<file path="config.mk">
export PLATFORM = sky130hd
export DESIGN_NAME = uart_disp_cmd_ctrl_flat
export DESIGN_NICKNAME = d
export VERILOG_FILES = /design/src/rtl/uart_disp_cmd_ctrl_pkg.sv /design/src/rtl/uart_disp_cmd_ctrl_if.sv /design/src/rtl/cmd_timeout_timer.sv /design/src/rtl/uart_disp_cmd_ctrl.sv /design/src/flat_wrapper.sv
export SDC_FILE = /design/constraint.sdc
export NUM_CORES = 1
export LEC_CHECK = 0
export ABC_AREA = 1
export BUFFER_PORTS_ARGS = -buffer_cell sky130_fd_sc_hd__buf_4
export CAP_MARGIN = 10
export CORE_ASPECT_RATIO = 0.8
export CORE_MARGIN = 2
export CORE_UTILIZATION = 25
export DETAILED_ROUTE_END_ITERATION = 10
export PLACE_DENSITY = 0.42
export SKIP_CTS_REPAIR_TIMING = 1
export SLEW_MARGIN = 15
export SYNTH_ARGS = -nofsm -noshare
export SYNTH_HDL_FRONTEND = slang
export SYNTH_HIERARCHICAL = 1
export SYNTH_SLANG_ARGS = --single-unit
</file>
<file path="constraint.sdc">
create_clock -name clk -period 1.8 [get_ports clk]
set_clock_uncertainty 0.2 [all_clocks]
set_input_delay 0.18 -clock clk [delete_from_list [all_inputs] [get_ports clk]]
set_output_delay 0.18 -clock clk [all_outputs]
set_load 0.1 [all_outputs]
</file>
<file path="src/rtl/uart_disp_cmd_ctrl_pkg.sv">
// Shared types and constants for the UART-to-display command sequencer.
package uart_disp_cmd_ctrl_pkg;

  typedef enum logic [2:0] {
    WAIT_SYNC,
    GET_CMD,
    GET_ARG,
    GET_CHK,
    APPLY
  } state_t;

  typedef struct packed {
    logic [7:0] cmd;
    logic [7:0] arg;
    logic [7:0] chk;
  } frame_t;

  localparam logic [3:0] CMD_DIGIT         = 4'h1;
  localparam logic [7:0] CMD_DP            = 8'h20;
  localparam logic [7:0] CMD_BLANK         = 8'h30;
  localparam logic [7:0] CMD_CLEAR         = 8'h40;
  localparam logic [7:0] ACK               = 8'h06;
  localparam logic [7:0] NAK               = 8'h15;
  localparam logic [7:0] SYNC_BYTE_DEFAULT = 8'hA5;

  // Digit writes are legal only for digits that physically exist.
  function automatic logic cmdLegal(input logic [7:0] cmd, input int unsigned nDigits);
    return ((cmd[7:4] == CMD_DIGIT) && (32'(cmd[3:0]) < nDigits)) ||
           (cmd == CMD_DP) || (cmd == CMD_BLANK) || (cmd == CMD_CLEAR);
  endfunction

endpackage

</file>
<file path="src/rtl/uart_disp_cmd_ctrl_if.sv">
// Byte-receive and display-configuration bundle of the command sequencer.
// ECHO_STATUS_EN adds the ACK/NAK transmit strobe and byte.
interface uart_disp_cmd_ctrl_if #(
  parameter int unsigned NDIGITS = 4
);
  logic [7:0]           rxData;
  logic                 rxDone;
  logic [4*NDIGITS-1:0] digits;
  logic [NDIGITS-1:0]   dpMask;
  logic                 blank;
  logic                 frameOk;
  logic                 frameErr;
`ifdef ECHO_STATUS_EN
  logic [7:0]           txData;
  logic                 txStart;
`endif

  modport master (
    output rxData, rxDone,
    input  digits, dpMask, blank, frameOk, frameErr
`ifdef ECHO_STATUS_EN
    , input txData, txStart
`endif
  );

  modport slave (
    input  rxData, rxDone,
    output digits, dpMask, blank, frameOk, frameErr
`ifdef ECHO_STATUS_EN
    , output txData, txStart
`endif
  );
endinterface

</file>
<file path="src/rtl/cmd_timeout_timer.sv">
// Inter-byte watchdog: counts enabled cycles since the last clear and flags
// when the count reaches TIMEOUT.
module cmd_timeout_timer #(
  parameter int unsigned TIMEOUT       = 1_000_000,
  parameter int unsigned NBITS_TIMEOUT = 20
) (
  input  logic clk,
  input  logic rst,
  input  logic clear,
  input  logic enable,
  output logic expired
);

  logic [NBITS_TIMEOUT-1:0] count;
  logic [NBITS_TIMEOUT-1:0] cntNext;

  assign cntNext = count + 1'b1;

  // expired is registered so it is high exactly while count == TIMEOUT.
  always_ff @(posedge clk or negedge rst) begin
    if (!rst) begin
      count   <= '0;
      expired <= 1'b0;
    end else if (clear) begin
      count   <= '0;
      expired <= 1'b0;
    end else if (enable) begin
      count   <= cntNext;
      expired <= (cntNext == NBITS_TIMEOUT'(TIMEOUT));
    end
  end

endmodule

</file>
<file path="src/rtl/uart_disp_cmd_ctrl.sv">
// Parses SYNC/CMD/ARG/CHK byte frames from the UART receiver and updates the
// 7-segment display configuration. Optional ACK/NAK echo: ECHO_STATUS_EN.
module uart_disp_cmd_ctrl
  import uart_disp_cmd_ctrl_pkg::*;
#(
  parameter int unsigned NDIGITS       = 4,
  parameter logic [7:0]  SYNC_BYTE     = SYNC_BYTE_DEFAULT,
  parameter int unsigned TIMEOUT       = 1_000_000,
  parameter int unsigned NBITS_TIMEOUT = 20
) (
  input  logic                 clk,
  input  logic                 rst,
  uart_disp_cmd_ctrl_if.slave  bus
);

  state_t               state, stateNext;
  frame_t               frame, frameNext;
  logic [4*NDIGITS-1:0] digitsQ, digitsNext;
  logic [NDIGITS-1:0]   dpQ, dpNext;
  logic                 blankQ, blankNext;
  logic                 okQ, okNext;
  logic                 errQ, errNext;
  logic                 inFrame;
  logic                 tmrClear;
  logic                 tmrExpired;
`ifdef ECHO_STATUS_EN
  logic [7:0]           txDataQ, txDataNext;
  logic                 txStartQ, txStartNext;
`endif

  assign inFrame  = (state == GET_CMD) || (state == GET_ARG) || (state == GET_CHK);
  // A received byte always restarts the watchdog, even in its expiry cycle.
  assign tmrClear = bus.rxDone || !inFrame;

  cmd_timeout_timer #(
    .TIMEOUT       (TIMEOUT),
    .NBITS_TIMEOUT (NBITS_TIMEOUT)
  ) u_timer (
    .clk     (clk),
    .rst     (rst),
    .clear   (tmrClear),
    .enable  (inFrame),
    .expired (tmrExpired)
  );

  always_comb begin
    stateNext  = state;
    frameNext  = frame;
    digitsNext = digitsQ;
    dpNext     = dpQ;
    blankNext  = blankQ;
    okNext     = 1'b0;
    errNext    = 1'b0;

    case (state)
      WAIT_SYNC: begin
        if (bus.rxDone && (bus.rxData == SYNC_BYTE)) stateNext = GET_CMD;
      end
      GET_CMD: begin
        if (bus.rxDone) begin
          frameNext.cmd = bus.rxData;
          stateNext     = GET_ARG;
        end else if (tmrExpired) begin
          errNext   = 1'b1;
          stateNext = WAIT_SYNC;
        end
      end
      GET_ARG: begin
        if (bus.rxDone) begin
          frameNext.arg = bus.rxData;
          stateNext     = GET_CHK;
        end else if (tmrExpired) begin
          errNext   = 1'b1;
          stateNext = WAIT_SYNC;
        end
      end
      GET_CHK: begin
        if (bus.rxDone) begin
          frameNext.chk = bus.rxData;
          stateNext     = APPLY;
        end else if (tmrExpired) begin
          errNext   = 1'b1;
          stateNext = WAIT_SYNC;
        end
      end
      APPLY: begin
        stateNext = WAIT_SYNC;
        if ((frame.chk == (SYNC_BYTE ^ frame.cmd ^ frame.arg)) && cmdLegal(frame.cmd, NDIGITS)) begin
          okNext = 1'b1;
          if (frame.cmd[7:4] == CMD_DIGIT) begin
            for (int unsigned i = 0; i < NDIGITS; i++) begin
              if (frame.cmd[3:0] == 4'(i)) digitsNext[4*i +: 4] = frame.arg[3:0];
            end
          end else if (frame.cmd == CMD_DP) begin
            dpNext = frame.arg[NDIGITS-1:0];
          end else if (frame.cmd == CMD_BLANK) begin
            blankNext = frame.arg[0];
          end else begin
            digitsNext = '0;
            dpNext     = '0;
            blankNext  = 1'b0;
          end
        end else begin
          errNext = 1'b1;
        end
      end
      default: stateNext = WAIT_SYNC;
    endcase
  end

`ifdef ECHO_STATUS_EN
  always_comb begin
    txStartNext = okNext || errNext;
    txDataNext  = txDataQ;
    if (okNext)       txDataNext = ACK;
    else if (errNext) txDataNext = NAK;
  end
`endif

  always_ff @(posedge clk or negedge rst) begin
    if (!rst) begin
      state   <= WAIT_SYNC;
      frame   <= '0;
      digitsQ <= '0;
      dpQ     <= '0;
      blankQ  <= 1'b0;
      okQ     <= 1'b0;
      errQ    <= 1'b0;
`ifdef ECHO_STATUS_EN
      txDataQ  <= '0;
      txStartQ <= 1'b0;
`endif
    end else begin
      state   <= stateNext;
      frame   <= frameNext;
      digitsQ <= digitsNext;
      dpQ     <= dpNext;
      blankQ  <= blankNext;
      okQ     <= okNext;
      errQ    <= errNext;
`ifdef ECHO_STATUS_EN
      txDataQ  <= txDataNext;
      txStartQ <= txStartNext;
`endif
    end
  end

  assign bus.digits   = digitsQ;
  assign bus.dpMask   = dpQ;
  assign bus.blank    = blankQ;
  assign bus.frameOk  = okQ;
  assign bus.frameErr = errQ;
`ifdef ECHO_STATUS_EN
  assign bus.txData   = txDataQ;
  assign bus.txStart  = txStartQ;
`endif

endmodule
</file>
<file path="src/flat_wrapper.sv">
// flat-port wrapper written by rule: the top's interface ports become plain ports
module uart_disp_cmd_ctrl_flat import uart_disp_cmd_ctrl_pkg::*;
#(
  parameter int unsigned NDIGITS       = 4,
  parameter logic [7:0]  SYNC_BYTE     = SYNC_BYTE_DEFAULT,
  parameter int unsigned TIMEOUT       = 1_000_000,
  parameter int unsigned NBITS_TIMEOUT = 20
)
  (clk, rst, bus_rxData, bus_rxDone, bus_digits, bus_dpMask, bus_blank, bus_frameOk, bus_frameErr);
  uart_disp_cmd_ctrl_if #(.NDIGITS(NDIGITS)) bus_i ();
  input  logic clk;
  input  logic rst;
  input wire logic [$bits(bus_i.rxData)-1:0] bus_rxData;
  input wire logic [$bits(bus_i.rxDone)-1:0] bus_rxDone;
  output wire logic [$bits(bus_i.digits)-1:0] bus_digits;
  output wire logic [$bits(bus_i.dpMask)-1:0] bus_dpMask;
  output wire logic [$bits(bus_i.blank)-1:0] bus_blank;
  output wire logic [$bits(bus_i.frameOk)-1:0] bus_frameOk;
  output wire logic [$bits(bus_i.frameErr)-1:0] bus_frameErr;
  assign bus_i.rxData = bus_rxData;
  assign bus_i.rxDone = bus_rxDone;
  assign bus_digits = bus_i.digits;
  assign bus_dpMask = bus_i.dpMask;
  assign bus_blank = bus_i.blank;
  assign bus_frameOk = bus_i.frameOk;
  assign bus_frameErr = bus_i.frameErr;
  uart_disp_cmd_ctrl #(.NDIGITS(NDIGITS), .SYNC_BYTE(SYNC_BYTE), .TIMEOUT(TIMEOUT), .NBITS_TIMEOUT(NBITS_TIMEOUT)) u_core (.clk(clk), .rst(rst), .bus(bus_i));
endmodule
</file>
Word level (Yosys, flattened, before mapping)
Index checks and enable logic that the tools add are counted.
Widths: inputs -> output; s select.
{"block": "totals", "regBits": 71, "in_bits": 11, "output_inout_bits": 23}
{"block": "op_classes", "addsub": 1, "order_cmp": 1, "n_eq_ne": 22, "mux": 26, "n_bitwise": 4, "n_reduce_logical": 23}
{"cell": "$mux 16", "count": 3}
{"cell": "$mux 20", "count": 2}
{"cell": "$mux 4", "count": 6}
{"cell": "$add 20x1->20 const B", "count": 1}
{"cell": "$eq 20x20->1 const B", "count": 1}
{"cell": "$reduce_and 5->1", "count": 4}
{"cell": "$eq 8x6->1 const B", "count": 2}
{"cell": "$mux 3", "count": 5}
{"cell": "$pmux 3 s4", "count": 1}
{"cell": "$eq 4x1->1 const B", "count": 2}
{"cell": "$eq 4x2->1 const B", "count": 2}
{"cell": "$eq 8x7->1 const B", "count": 1}
{"cell": "$eq 8x8->1", "count": 1}
{"cell": "$eq 8x8->1 const B", "count": 1}
{"cell": "$mux 1", "count": 8}
{"cell": "$ne 2x1->1 const B", "count": 4}
{"cell": "$ne 2x2->1 const B", "count": 4}
{"cell": "$reduce_and 4->1", "count": 2}
{"cell": "$xor 8x8->8", "count": 1}
{"cell": "$eq 3x2->1 const B", "count": 2}
{"cell": "$logic_or 1x1->1", "count": 6}
{"cell": "$reduce_and 2->1", "count": 3}
{"cell": "$logic_not 4->1", "count": 1}
{"cell": "$lt 4x3->1 const B", "count": 1}
{"cell": "other kinds (10)", "count": 13}

Depth between registers and ports, before layout
{"block": "logic_depth", "word_depth": 8, "ltp_mapped": 12, "ltp_nobuf": 12}

Hierarchy
Netlist, hierarchy kept.
{"mod": "uart_disp_cmd_ctrl", "n_inst": 1, "cells_each": 359, "area_per_inst_um2": 2653.8}
{"mod": "cmd_timeout_timer", "n_inst": 1, "cells_each": 186, "area_per_inst_um2": 1292.5}

Least setup slack after synthesis
OpenSTA, ideal clock, no wires.
{"block": "synth_path", "path_type": "reg2reg", "from": "register u_core.state[0]", "to": "register u_core.u_timer.count[12]", "arrival_ps": 1561, "slack_ps": -44, "stages_incl_launch_ff": 8, "path_buffers": 1, "path_cell_list": "dfrtp_1 > nor2_2 > nor2_1 > nand2_1 > nor2_1 > inv_1 > clkbuf_1 > o22ai_1"}
{"block": "synth_between", "elab_chain_len": 6, "word_cells_on_any_way": 9, "classes_between": "eq/ne (3); mux (1); reduce/logical (5)"}
{"element": "start: declaration", "line_no": "uart_disp_cmd_ctrl.sv:16", "text": "state_t state, stateNext;"}
{"element": "start signal: assignment", "line_no": "uart_disp_cmd_ctrl.sv:134", "text": "state <= stateNext;"}
{"element": "$eq 3x1->1 / $eq 3x2->1 (equally long branches)", "line_no": "uart_disp_cmd_ctrl.sv:31", "text": "assign inFrame = (state == GET_CMD) || (state == GET_ARG) || (state == GET_CHK);"}
{"element": "$logic_or 1x1->1", "line_no": "uart_disp_cmd_ctrl.sv:31"}
{"element": "$logic_or 1x1->1 (*)", "line_no": "uart_disp_cmd_ctrl.sv:31"}
{"element": "via u_core.inFrame", "line_no": "uart_disp_cmd_ctrl.sv:23", "text": "logic inFrame;"}
{"element": "$logic_not 1->1 (*)", "line_no": "uart_disp_cmd_ctrl.sv:33", "text": "assign tmrClear = bus.rxDone || !inFrame;"}
{"element": "$logic_or 1x1->1 (*)", "line_no": "uart_disp_cmd_ctrl.sv:33"}
{"element": "via u_core.tmrClear", "line_no": "uart_disp_cmd_ctrl.sv:24", "text": "logic tmrClear;"}
{"element": "$mux 20 / $reduce_bool 2->1 (equally long branches)"}
{"element": "end signal: assignment", "line_no": "cmd_timeout_timer.sv:28", "text": "count <= cntNext;"}
{"element": "end: declaration", "line_no": "cmd_timeout_timer.sv:14", "text": "logic [NBITS_TIMEOUT-1:0] count;"}
Mark *: on every way through the listed nets, which the timed path passes. The rest lies on a longest branch.
A chain may end at the register's enable or synchronous reset.

Worst setup path after layout
{"block": "layout_path", "from": "register u_core/frame[17] (netlist bit)", "to": "register u_core.errQ, in the netlist u_core/bus.frameErr"}
{"block": "layout_between", "elab_chain_len": 8, "word_cells_on_any_way": 13, "classes_between": "order compare (1); eq/ne (4); mux (2); bitwise (1); reduce/logical (5)"}
{"element": "start: declaration", "line_no": "uart_disp_cmd_ctrl.sv:17", "text": "frame_t frame, frameNext;"}
{"element": "start signal: assignment", "line_no": "uart_disp_cmd_ctrl.sv:135", "text": "frame <= frameNext;"}
{"element": "$lt 4x3->1", "line_no": "uart_disp_cmd_ctrl_pkg.sv:28", "text": "return ((cmd[7:4] == CMD_DIGIT) && (32'(cmd[3:0]) < nDigits)) ||"}
{"element": "$logic_and 1x1->1", "line_no": "uart_disp_cmd_ctrl_pkg.sv:28"}
{"element": "$logic_or 1x1->1", "line_no": "uart_disp_cmd_ctrl_pkg.sv:28"}
{"element": "$logic_or 1x1->1 (2 in a row)", "line_no": "uart_disp_cmd_ctrl_pkg.sv:29", "text": "(cmd == CMD_DP) || (cmd == CMD_BLANK) || (cmd == CMD_CLEAR);"}
{"element": "$logic_and 1x1->1 (*)", "line_no": "uart_disp_cmd_ctrl.sv:88", "text": "if ((frame.chk == (SYNC_BYTE ^ frame.cmd ^ frame.arg)) && cmdLegal(frame.cmd, NDIGITS)) begin"}
{"element": "$mux 1 (*)", "line_no": "uart_disp_cmd_ctrl.sv:88"}
{"element": "$pmux 1 s2 (*)", "line_no": "uart_disp_cmd_ctrl.sv:55", "text": "case (state)"}
{"element": "via u_core.errNext", "line_no": "uart_disp_cmd_ctrl.sv:22", "text": "logic errQ, errNext;"}
{"element": "end signal: assignment", "line_no": "uart_disp_cmd_ctrl.sv:140", "text": "errQ <= errNext;"}
{"element": "end: declaration", "line_no": "uart_disp_cmd_ctrl.sv:22"}
Marks and branches as above.

==> results.py <==
metrics = {
    "worst_hold_path": {
        "hold_depth": 4,
        "hold_start": "bus_rxDone",
        "hold_class": "in -> reg",
        "holdPathEnd": "u_core/state[0]",
    },
    "timing": {
        "worst_pin_slew_ns": 0.434,
        "max_freq_mhz": 529,
        "slew_headroom_pct": 71.1,
        "final_hold_viol_count": 7,
        "min_period_ns": 1.89,
        "setup_ws_ns": -0.0889,
        "final.period_utilization_pct": 105,
        "rsz0062_at_grt": "yes",
        "hold_slack_ns": -0.0298,
        "drv_slew": 0,
        "setup_violations": 19,
    },
    "route": {
        "wire_per_inst_um": 12.8,
        "dr.pass1.iters": 4,
        "drt-total-wl_mm": 11.1,
        "vias": 3783,
        "via_per_inst": 4.37,
        "ant_nets": 0,
        "drc": 0,
        "drt-initial-drc-count": 224,
    },
    "outcome": {
        "status": "finished with violations",
        "violations": "hold timing, setup timing",
    },
    "yosys": {
        "ys_seq_area_share_pct": 45.0,
        "synth_cell_types": 30,
        "synth_edf_count": 0,
        "postSynthNetCount": 557,
        "netlist_area_um2": 3950,
        "synth.area.top_cells": "dfrtp_1 45%, nand2_1 18%, inv_1 5.6%, o21ai_0 4.8%, nor2_1 4.6%",
        "synth_area_leader_cell": "dfrtp_1",
        "yosysMostFrequentCell": "nand2_1",
        "yosysWarnings": 6,
        "async_reset_ff_share_pct": 100,
        "netlist_instances": 545,
        "ys.flop_type": "dfrtp_1",
        "avgSynthCellArea_um2": 7.24,
        "synth_top_area_share_pct": 45.0,
        "ys_top_cells_by_count": "192 x nand2_1, 71 x dfrtp_1, 59 x inv_1",
        "synth_seq_cells": 71,
    },
    "global_route": {
        "use_met2_pct": 20.2,
        "use_met1_pct": 20.9,
        "busiest_layer": "met1",
        "grt_max_degree": 33,
        "grt_remaining_overflow": 0,
        "grt_pass1_wl_mm": 18.3,
        "track_usage_pct": 14.2,
        "grt_pass1_vias": 3546,
        "met3_usage_pct": 4.26,
        "antenna_found_initial": 0,
    },
    "worst_setup_path": {
        "critPathCaptureType": "flip-flop",
        "r2r_start": "u_core/frame[17]",
        "crit_family": "simple AND/OR/NAND/NOR gates",
        "path_max_fanout": 7,
        "cp_num_buf_inv": 3,
        "critPathRequiredTime_ns": 1.82,
        "r2r_cells": 10,
        "crit_path_cell_trace": "inv_2 > nand2_2 > nor2_4 > nand3_2 > nand3_4 > nand3_4 > nor2_8 > buf_4 > buf_4 > o22ai_1",
        "crit_slowest_cell": "dfrtp_1",
        "cpPeakStageDelay_ns": 0.42,
        "rr_endpoint": "u_core/bus.frameErr",
        "rrSetupSlack_ns": -0.09,
        "cp-start-kind": "flip-flop",
        "cp_data_arrival_time_ns": 1.91,
        "crit_type": "reg -> reg",
    },
    "floorplan": {
        "initial_core_util_pct": 25.3,
        "die_w_um": 144,
        "rows": 41,
        "die_h_um": 116,
        "core_um2": 15600,
        "dieArea_um2": 16800,
        "io_pins": 34,
    },
    "power": {
        "intPower_mw": 3.98,
        "pwr-share-clk_pct": 25.0,
        "p_leak_nw": 2.63,
        "pwr_density_cell_nw_per_um2": 1220,
        "swShare_pct": 39.4,
        "combPwrFrac_pct": 41.5,
        "ir_worst_vdd_uv": 385,
        "power_switching_mw": 2.59,
        "pwr-share-seq_pct": 33.5,
    },
    "clocking": {
        "clock-sinks": 71,
        "cts_root_buf": "clkbuf_16",
        "cts_max_path_buffers": 2,
        "insertion_delay_ns": 0.34,
        "clkTransAtPathRegs_ns": 0.05,
        "cts_tree": "built",
        "h-tree-depth": 3,
        "numCtsBuffers": 9,
    },
    "finish": {
        "regArea_um2": 1780,
        "n_antenna_cell": 0,
        "final_nets": 660,
        "num-fill-cells": 1678,
        "final_cells": 866,
        "layout-drive-gt1-share_pct": 26.0,
        "multi_input_area_um2": 2030,
        "area_growth_pct": 36.7,
    },
    "place": {
        "routabilityCongestion": 0.804,
        "placed_cells": 836,
        "dp.final_hpwl_mm": 8.50,
        "io_buffers": 33,
    },
    "job": {
        "max-cap-violations": 0,
    },
}
## routing by layer
metal  vias up  share of wire, %
met4         0              0.92
met2        64                41
met3         8               4.3
met5         -                 0
met1      1741                54
li1       1970                 -
## stage by stage
step	TNS (ns)	setup slack, ns	area, µm²	power (mW)	utilization [%]
after floorplan	0	0.0124	3950	3.67	-
after global placement	-1.87	-0.130	4850	4.66	31.1
after detailed placement	-2.14	-0.138	4850	4.72	31.1
after CTS	-2.68	-0.168	5110	6.41	32.8
after global routing	-4.30	-0.230	5390	7.13	34.6
final	-0.731	-0.0889	5390	6.56	34.6
## cells in the final DEF (no fill, tap or decap), drive strengths merged, types with 13 or more instances in the layout
cell	instances
buf	92
clkbuf	13
dfrtp	71
inv	63
nand2	202
nand3	37
nand4	26
nor2	64
o21ai	43
## worst max-delay path by stage
| stage | slack [ns] | from | cells past startpoint | endpoint |
|---|---|---|---|---|
| global route | -0.23 | u_core/frame[17] | 10 | u_core/bus.digits[2] |
| global placement | -0.13 | u_core/frame[20] | 11 | u_core/bus.digits[6] |
| finish | -0.09 | u_core/frame[17] | 10 | u_core/bus.frameErr |
| detailed placement | -0.14 | u_core/frame[23] | 11 | u_core/bus.digits[5] |
| CTS | -0.17 | u_core/frame[23] | 11 | u_core/bus.digits[5] |
| floorplan | 0.01 | u_core/state[0] | 7 | u_core/u_timer/count[12] |
## cell families (layout without fill, tap and decap cells)
| group | count (synthesis) | after routing | synth area share [%] |
|---|---|---|---|
| XOR/XNOR | 7 | 7 | 1.55 |
| adder cells (fa/ha/maj) | 1 | 1 | 0.317 |
| buffers and inverters | 71 | 177 | 6.88 |
| flip-flops | 71 | 71 | 45.0 |
| AO/OA/AOI/OAI | 60 | 60 | 8.47 |
| AND/OR/NAND/NOR | 335 | 335 | 37.8 |
## registers in the layout, summed over array words and instances (netlist names)
name / flops
u_core/bus.dpMask: 4
u_core/bus.frameErr: 1
u_core/state: 3
u_core/bus.frameOk: 1
u_core/u_timer/expired: 1
u_core/frame: 24
u_core/bus.digits: 16
u_core/u_timer/count: 20
u_core/bus.blank: 1
## worst min-delay path: cells and delay by family
family	cells	cell delay, ns
and+or+nand+nor	2	0.11
buffers and inverters	2	0.18
## cell type report
class,count,share of cell area [%]
clock inverters,1,0.0928
multi-input cells,403,37.7
clock buffers,13,4.83
repair buffers,99,14.9
inverters,64,4.45
well taps,215,4.99
flip-flops and latches,71,33.1
## power by group through the flow
stage	Sequential [mW]	Combinational [mW]	Clock, mW
6_report	2.20	2.73	1.64
3_5_place_dp	2.22	2.50	0
5_1_grt	2.25	3.10	1.78
3_3_place_gp	2.20	2.46	0
4_1_cts	2.19	2.51	1.71
2_1_floorplan	2.17	1.50	0
(Power assumes the default switching activity.)
